===== src/rtl/ram32x4_pkg.sv =====
// ram32x4_pkg: constants shared by the RAM access controller and its arbiter.
//   ST_CLEAR / ST_SERVE : controller state encoding
//   PORT_A / PORT_B     : requester ids carried through the read-tracking pipe
//   RAM_AW/RAM_DW/RAM_DEPTH : geometry of the ram32x4 macro
package ram32x4_pkg;

  localparam int RAM_AW    = 5;
  localparam int RAM_DW    = 4;
  localparam int RAM_DEPTH = 32;

  localparam logic PORT_A = 1'b0;
  localparam logic PORT_B = 1'b1;

  typedef enum logic {
    ST_CLEAR = 1'b0,
    ST_SERVE = 1'b1
  } state_t;

endpackage


===== src/rtl/ram32x4_access_ctrl_rr_arbiter2.sv =====
// rr_arbiter2: two-way round-robin arbiter.
//   clk, rst             : clock, asynchronous active-high reset
//   i_en                 : grants allowed this cycle
//   i_a_valid, i_b_valid : requests
//   o_grant_a, o_grant_b : combinational grants (at most one high)
// The pointer names the port that wins a tie and flips to the other
// port after every grant.
module rr_arbiter2
  import ram32x4_pkg::*;
(
  input  logic clk,
  input  logic rst,
  input  logic i_en,
  input  logic i_a_valid,
  input  logic i_b_valid,
  output logic o_grant_a,
  output logic o_grant_b
);

  logic r_ptr;

  assign o_grant_a = i_en & i_a_valid & (~i_b_valid | (r_ptr == PORT_A));
  assign o_grant_b = i_en & i_b_valid & (~i_a_valid | (r_ptr == PORT_B));

  always_ff @(posedge clk or posedge rst) begin
    if (rst) begin
      r_ptr <= PORT_A;
    end else if (o_grant_a) begin
      r_ptr <= PORT_B;
    end else if (o_grant_b) begin
      r_ptr <= PORT_A;
    end
  end

endmodule


===== src/rtl/ram32x4_access_ctrl.sv =====
// ram32x4_access_ctrl: shares one synchronous single-port 32x4 RAM between
// requesters A and B, with a clear sequencer that fills every word.
//   clock, reset           : rising-edge clock, asynchronous active-high reset
//   clear_req, fill_data   : start a clear (in SERVE) / value written by it
//   busy                   : high while clearing
//   a_req_* / b_req_*      : valid/ready request channels (we, addr, data)
//   a_rsp_* / b_rsp_*      : one-cycle read-data strobes
//   ram_address/data/wren  : registered drive to the RAM macro; ram_q back
module ram32x4_access_ctrl
  import ram32x4_pkg::*;
#(
  parameter int RD_LAT         = 1,
  parameter int CLEAR_ON_RESET = 1,
  parameter int DEPTH          = 32
) (
  input  logic              clock,
  input  logic              reset,
  input  logic              clear_req,
  input  logic [RAM_DW-1:0] fill_data,
  output logic              busy,
  input  logic              a_req_valid,
  output logic              a_req_ready,
  input  logic              a_req_we,
  input  logic [RAM_AW-1:0] a_req_addr,
  input  logic [RAM_DW-1:0] a_req_data,
  output logic              a_rsp_valid,
  output logic [RAM_DW-1:0] a_rsp_data,
  input  logic              b_req_valid,
  output logic              b_req_ready,
  input  logic              b_req_we,
  input  logic [RAM_AW-1:0] b_req_addr,
  input  logic [RAM_DW-1:0] b_req_data,
  output logic              b_rsp_valid,
  output logic [RAM_DW-1:0] b_rsp_data,
  output logic [RAM_AW-1:0] ram_address,
  output logic [RAM_DW-1:0] ram_data,
  output logic              ram_wren,
  input  logic [RAM_DW-1:0] ram_q
);

  localparam state_t            ST_INIT = (CLEAR_ON_RESET != 0) ? ST_CLEAR : ST_SERVE;
  localparam logic [RAM_AW-1:0] LAST    = RAM_AW'(DEPTH - 1);

  state_t            r_state;
  logic [RAM_AW-1:0] r_cnt;
  logic              w_serve;
  logic              w_grant_a;
  logic              w_grant_b;
  // Read issued in the current RAM-drive cycle, and its owner.
  logic              r_rd;
  logic              r_rd_port;
  // Read tag travelling alongside the RAM latency; last stage lines up with q.
  logic [RD_LAT:0]   r_trk_vld;
  logic [RD_LAT:0]   r_trk_port;

  assign w_serve     = (r_state == ST_SERVE);
  assign busy        = (r_state == ST_CLEAR);
  assign a_req_ready = w_grant_a;
  assign b_req_ready = w_grant_b;

  rr_arbiter2 u_arb (
    .clk       (clock),
    .rst       (reset),
    .i_en      (w_serve),
    .i_a_valid (a_req_valid),
    .i_b_valid (b_req_valid),
    .o_grant_a (w_grant_a),
    .o_grant_b (w_grant_b)
  );

  // State, clear counter and registered RAM drive
  always_ff @(posedge clock or posedge reset) begin
    if (reset) begin
      r_state     <= ST_INIT;
      r_cnt       <= '0;
      ram_address <= '0;
      ram_data    <= '0;
      ram_wren    <= 1'b0;
      r_rd        <= 1'b0;
      r_rd_port   <= PORT_A;
    end else begin
      ram_wren <= 1'b0;
      r_rd     <= 1'b0;
      if (r_state == ST_CLEAR) begin
        ram_address <= r_cnt;
        ram_data    <= fill_data;
        ram_wren    <= 1'b1;
        r_cnt       <= r_cnt + 1'b1;
        if (r_cnt == LAST) begin
          r_state <= ST_SERVE;
        end
      end else begin
        // A request granted on the same edge as clear_req is still issued;
        // the clear writes start on the following edge, after it.
        if (clear_req) begin
          r_state <= ST_CLEAR;
          r_cnt   <= '0;
        end
        if (w_grant_a) begin
          ram_address <= a_req_addr;
          ram_data    <= a_req_data;
          ram_wren    <= a_req_we;
          r_rd        <= ~a_req_we;
          r_rd_port   <= PORT_A;
        end else if (w_grant_b) begin
          ram_address <= b_req_addr;
          ram_data    <= b_req_data;
          ram_wren    <= b_req_we;
          r_rd        <= ~b_req_we;
          r_rd_port   <= PORT_B;
        end
      end
    end
  end

  // Read-tracking pipeline: one stage per clock from RAM sample to q valid
  always_ff @(posedge clock or posedge reset) begin
    if (reset) begin
      r_trk_vld  <= '0;
      r_trk_port <= '0;
    end else begin
      r_trk_vld[0]  <= r_rd;
      r_trk_port[0] <= r_rd_port;
      for (int i = 1; i <= RD_LAT; i++) begin
        r_trk_vld[i]  <= r_trk_vld[i-1];
        r_trk_port[i] <= r_trk_port[i-1];
      end
    end
  end

  // Response registers: capture q into the owning port, hold otherwise
  always_ff @(posedge clock or posedge reset) begin
    if (reset) begin
      a_rsp_valid <= 1'b0;
      b_rsp_valid <= 1'b0;
      a_rsp_data  <= '0;
      b_rsp_data  <= '0;
    end else begin
      a_rsp_valid <= r_trk_vld[RD_LAT] & (r_trk_port[RD_LAT] == PORT_A);
      b_rsp_valid <= r_trk_vld[RD_LAT] & (r_trk_port[RD_LAT] == PORT_B);
      if (r_trk_vld[RD_LAT] && r_trk_port[RD_LAT] == PORT_A) begin
        a_rsp_data <= ram_q;
      end
      if (r_trk_vld[RD_LAT] && r_trk_port[RD_LAT] == PORT_B) begin
        b_rsp_data <= ram_q;
      end
    end
  end

endmodule


===== config.mk =====
export PLATFORM = sky130hd
export DESIGN_NAME = ram32x4_access_ctrl
export DESIGN_NICKNAME = d
export VERILOG_FILES = /design/src/rtl/ram32x4_pkg.sv /design/src/rtl/ram32x4_access_ctrl_rr_arbiter2.sv /design/src/rtl/ram32x4_access_ctrl.sv
export SDC_FILE = /design/constraint.sdc
export NUM_CORES = 1
export LEC_CHECK = 0
export ABC_CLOCK_PERIOD_IN_PS = 3000
export CAP_MARGIN = 20
export CORE_MARGIN = 2
export CORE_UTILIZATION = 30
export CTS_BUF_LIST = sky130_fd_sc_hd__clkbuf_4 sky130_fd_sc_hd__clkbuf_8
export DETAILED_ROUTE_END_ITERATION = 16
export REMOVE_ABC_BUFFERS = 1
export SLEW_MARGIN = 25
export SYNTH_ARGS = -nofsm -noshare
export SYNTH_HDL_FRONTEND = slang
export SYNTH_SLANG_ARGS = --single-unit

===== constraint.sdc =====
create_clock -name clock -period 3 [get_ports clock]
set_input_delay 0.6 -clock clock [delete_from_list [all_inputs] [get_ports clock]]
set_output_delay 0.6 -clock clock [all_outputs]
set_load 0.02 [all_outputs]

# ---- Yosys cells after proc, flatten, opt, wreduce, memory -nomap -nowiden
# Index checks and enable logic that the tools add are counted.
dict set report totals {
  reg_bits 33
  input_bits 33
  out_inout_bits 23
  elab_cells 58
}
dict set report classes {
  n_addsub 1
  n_eq_ne 3
  n_mux 21
  bitwise 15
  n_reduce_logical 4
}
# operator n
set ops {}
lappend ops {{5-bit 2-to-1 mux} 5}
lappend ops {{1-bit 2-to-1 mux} 13}
lappend ops {{4-bit 2-to-1 mux} 3}
lappend ops {{1-bit inverter} 7}
lappend ops {{1-bit bitwise AND} 6}
lappend ops {{5-bit by 1-bit adder with 5-bit output (second input constant)} 1}
lappend ops {{5-bit equality test (second input constant)} 1}
lappend ops {{3-bit != test (second input constant)} 1}
lappend ops {{1-bit logical AND} 2}
lappend ops {{2-bit != test (second input constant)} 1}
lappend ops {{1-bit bitwise OR} 2}
lappend ops {{2-bit AND reduction} 1}
lappend ops {{2-bit nonzero test} 1}

# ---- Depth between registers and ports, before layout
# Gate-level depths: netlist of run 1.
dict set report depth {
  ltp_word 6
  ltp_mapped 5
}

# ---- Cells and area by module
# A second synthesis of run 1 with hierarchy kept.
dict set report unflattened {
  hier_cells 125
  hier_area_um2 1472.7
}
# module n_inst cells_each area_each_um2
set modules_own_cells {}
lappend modules_own_cells {ram32x4_access_ctrl 1 116 1407.6}
lappend modules_own_cells {rr_arbiter2 1 9 65.1}

# ---- Least setup slack after synthesis of run 1
# OpenSTA, ideal clock, no wires.
dict set report synth_timing {
  path_kind {input -> output}
  from {input port a_req_valid}
  to {output port a_req_ready}
  t_arrival_ns 1.002
  required_time_ns 2.400
  setup_slack_ns 1.398
  cell_stages 3
  path_buffers 0
  cell_sequence {a21boi_2 nand2_1 inv_1}
}
dict set report synth_via {
  elab_chain_cells 2
}
# item line
set synth_rtl {}
lappend synth_rtl {{start: declaration} ram32x4_access_ctrl.sv:21} ;# input logic a_req_valid,
lappend synth_rtl {{1-bit bitwise AND (2 in a row)} ram32x4_access_ctrl_rr_arbiter2.sv:22} ;# assign o_grant_a = i_en & i_a_valid & (~i_b_valid | (r_ptr == PORT_A));
lappend synth_rtl {{end: declaration} ram32x4_access_ctrl.sv:22} ;# output logic a_req_ready,
# Every way passes these cells.

# ---- Worst setup path after layout of run 1
# Same ends and word-level chain as after synthesis.

==> flow_summary.ini, run 1 <==
[status]
status = completed

[sta]
rsz0062_at_grt = false
fin_crit_ns = 2.74
drv_slew = 0
timing.setup.tns_ns = 0
fin_crit_sh_pct = 91.4
slew-limit-headroom_pct = 63.3
skew_ns = 0.00323
fmax_mhz = 365
setup_viol = 0
hold_viol = 0
tightest_slew_ns = 0.550
hold_slack_ns = 0.353

[critical_path]
reg2reg_depth = 4
crit_chain = clkdlybuf4s50_1 -> a21boi_2 -> nand2_1 -> inv_1 -> clkdlybuf4s50_1
crit_path_end_kind = output pin
cpMostUsedCell = clkdlybuf4s50_1
r2r-end = r_cnt[4]
cp_num_cells = 5
timing.critical_path.buf_inv = 3
worstSetupEndpoint = a_req_ready
startpoint = a_req_valid
crit_required_ns = 2.40
r2r-start = r_cnt[0]
crit_fanout = 6
cp_slowest_cell = clkdlybuf4s50_1
path_class = input pin to output pin
startpoint_type = input pin
crit_family = buffers and inverters
crit_path_max_incr_delay_ns = 0.60
cp.arrival_ns = 2.14
reg2reg_slack_ns = 1.56

[finish]
nets = 224
multi_input_area_um2 = 582
fillers = 450
regArea_um2 = 826
syn_to_final_growth_pct = 47.8
drive_above_1_share_pct = 12.6
antenna_cells = 0

[yosys]
synth.distinct_cells = 32
synth-simple-area-share_pct = 16.5
synthAdderAreaFrac_pct = 1.69
synth_most_common_cell = dfrtp_1
synthMuxAreaShare_pct = 6.08
synth_warnings = 0
ys_seq_elements = 33
yosys.area.top_type = dfrtp_1
async_flop_share_pct = 100
synth_area_leaders = dfrtp_1, mux2_2, nand3_1
ys.flop_type = dfrtp_1
synth_top_family_by_area = simple AND/OR/NAND/NOR gates
synth_xor_xnor_area_share_pct = 1.18
synth_seq_area_share_pct = 55.7
synth.top_cell.area_share_pct = 55.7
ys_top_cells_by_count = dfrtp_1, nand3_1, nand2_1
synth_compound_area_share_pct = 13.8
synth_edf_count = 0
syn_avg_cell_area_um2 = 11.3
syn_area_mm2 = 0.00148
syn-instance-count = 131

[detailed_routing]
vias_per_cell = 4.88
drc = 0
ant_nets = 0
drt-initial-drc-count = 32
num_vias = 1255
routedWlPerCell_um = 13.9
routed_wl_mm = 3.58
drtPass1Iterations = 4

[clocking]
clock_latency_ns = 0.28
ctsHoldBuffers = 0
cts.sinks = 33
root_buffer = clkbuf_8
cts_tree = done
cts_resized = 0
clkSlewWorstSetupHoldPaths_ns = 0.07
post-cts-setup-buffers = 0
clock_path_buffers = 2
cts_max_level = 2
cts_buffers = 5

[power]
p_sw_share_pct = 34.4
p_int_uw = 1230
vdd_drop_max_uv = 339
power_density_mw_per_mm2 = 856
switchingPower_uw = 645
combPwrFrac_pct = 40.6
pwr-share-seq_pct = 39.8
p_leak_uw = 0.000929
pwr-share-clk_pct = 19.6

[placement]
dp.final_hpwl_mm = 2.60
numPortBuffers = 55
gp_congestion = 0.771

[global_routing]
grt_usage_pct = 14.8
grt_overflow = 0
antenna_found_initial = 0
grt_max_degree = 34
grt_pass1_wl_mm = 6.11
grt_pass1_vias = 1343

[hold_path]
hp-class = register to register

[floorplanning]
ios = 56
core_mm2 = 0.00475
initial_core_util_pct = 31.2
dieArea_mm2 = 0.00552
die_w_um = 74.3
die_h_um = 74.3
fp-row-count = 25

[run]
max_cap_violations = 0
per-stage QoR:
step	setup slack [ns]	area, um2	utilization [%]	instances	total power [uW]
3_3_place_gp	0.294	2090	44.0	249	1500
6_report	0.258	2190	46.1	257	1880
2_1_floorplan	1.12	1430	-	123	1150
4_1_cts	0.255	2190	46.1	257	1910
3_5_place_dp	0.263	2090	44.0	249	1530
5_1_grt	0.148	2190	46.1	257	2010
final cells by class:
type,count,area share (%)
inverter,5,0.856
timing repair buffer,59,26.5
multi-input combinational,85,26.5
sequential,33,37.7
clock buffer,7,4.39
tap,67,3.82
clock inverter,1,0.228
how the worst min path moves through the flow:
stage,startpoint,to,slack (ns),cells past startpoint
final,r_rd,r_trk_vld[0],0.35,0
after global routing,r_rd,r_trk_vld[0],0.37,0
after CTS,r_rd,r_trk_vld[0],0.35,0
after detailed placement,r_rd,r_trk_vld[0],0.34,0
after global placement,r_trk_vld[0],r_trk_vld[1],0.34,0
after floorplan,r_trk_port[0],r_trk_port[1],0.33,0
power by group through the flow:
| stage | logic (uW) | clock network, uW | registers [uW] |
|---|---|---|---|
| final | 762 | 367 | 747 |
| after global routing | 831 | 403 | 776 |
| after CTS | 772 | 384 | 750 |
| after detailed placement | 770 | 0 | 755 |
| after global placement | 758 | 0 | 744 |
| after floorplan | 283 | 0 | 870 |
routing by layer:
| metal | up-vias | part of all wire [%] | track usage, % |
|---|---|---|---|
| met2 | 62 | 46 | 24.1 |
| met1 | 596 | 43 | 17.9 |
| met4 | 0 | 2.1 | 6.55 |
| met3 | 8 | 8.5 | 5.01 |
| met5 | - | 0 | 0 |
| li1 | 589 | - | - |
registers in the layout, summed over array words and instances (netlist names):
register,flops
r_rd,1
r_cnt,5
ram_data,4
u_arb.r_ptr,1
r_rd_port,1
a_rsp_valid,1
ram_wren,1
ram_address,5
b_rsp_data,4
r_trk_vld,2
b_rsp_valid,1
r_trk_port,2
a_rsp_data,4
r_state,1
cell families after synthesis:
family	after synthesis
DFF	33
xor gates and xnor gates	2
AOI/OAI and AO/OA	24
adders and majority gates	2
and+or+nand+nor	49
muxes	8
buffers and inverters	13
layout by cell type, fill, tap and decap left out:
cell	synthesis	routed
clkinv_2	0	1
and3_1	3	3
nor2_1	3	3
o21bai_1	1	1
o22ai_1	2	2
nand2b_1	2	2
xnor2_1	1	1
a2111oi_2	1	1
a21boi_2	1	1
dfrtp_1	33	33
o2bb2ai_1	1	1
nand4_1	8	8
mux2_2	8	8
nand3_2	1	1
a21bo_1	1	1
a2bb2oi_2	1	1
buf_4	1	4
ha_1	2	2
a22o_1	1	1
xor2_1	1	1
or2_1	1	1
a31oi_1	1	1
nand3_1	16	16
clkbuf_8	0	7
nand2_1	15	15
inv_1	5	5
clkdlybuf4s50_1	0	55
a32oi_1	2	2
a2bb2oi_1	7	7
a21oi_1	3	3
a21o_1	2	2
Note: power is estimated with default switching activity, not from simulation.
==> inputs of run 2 (changes only) <==
- CAP_MARGIN: 20 -> default
==> results of run 2 <==
Same layout as run 1: the final DEF is identical, and so are final timing and power.
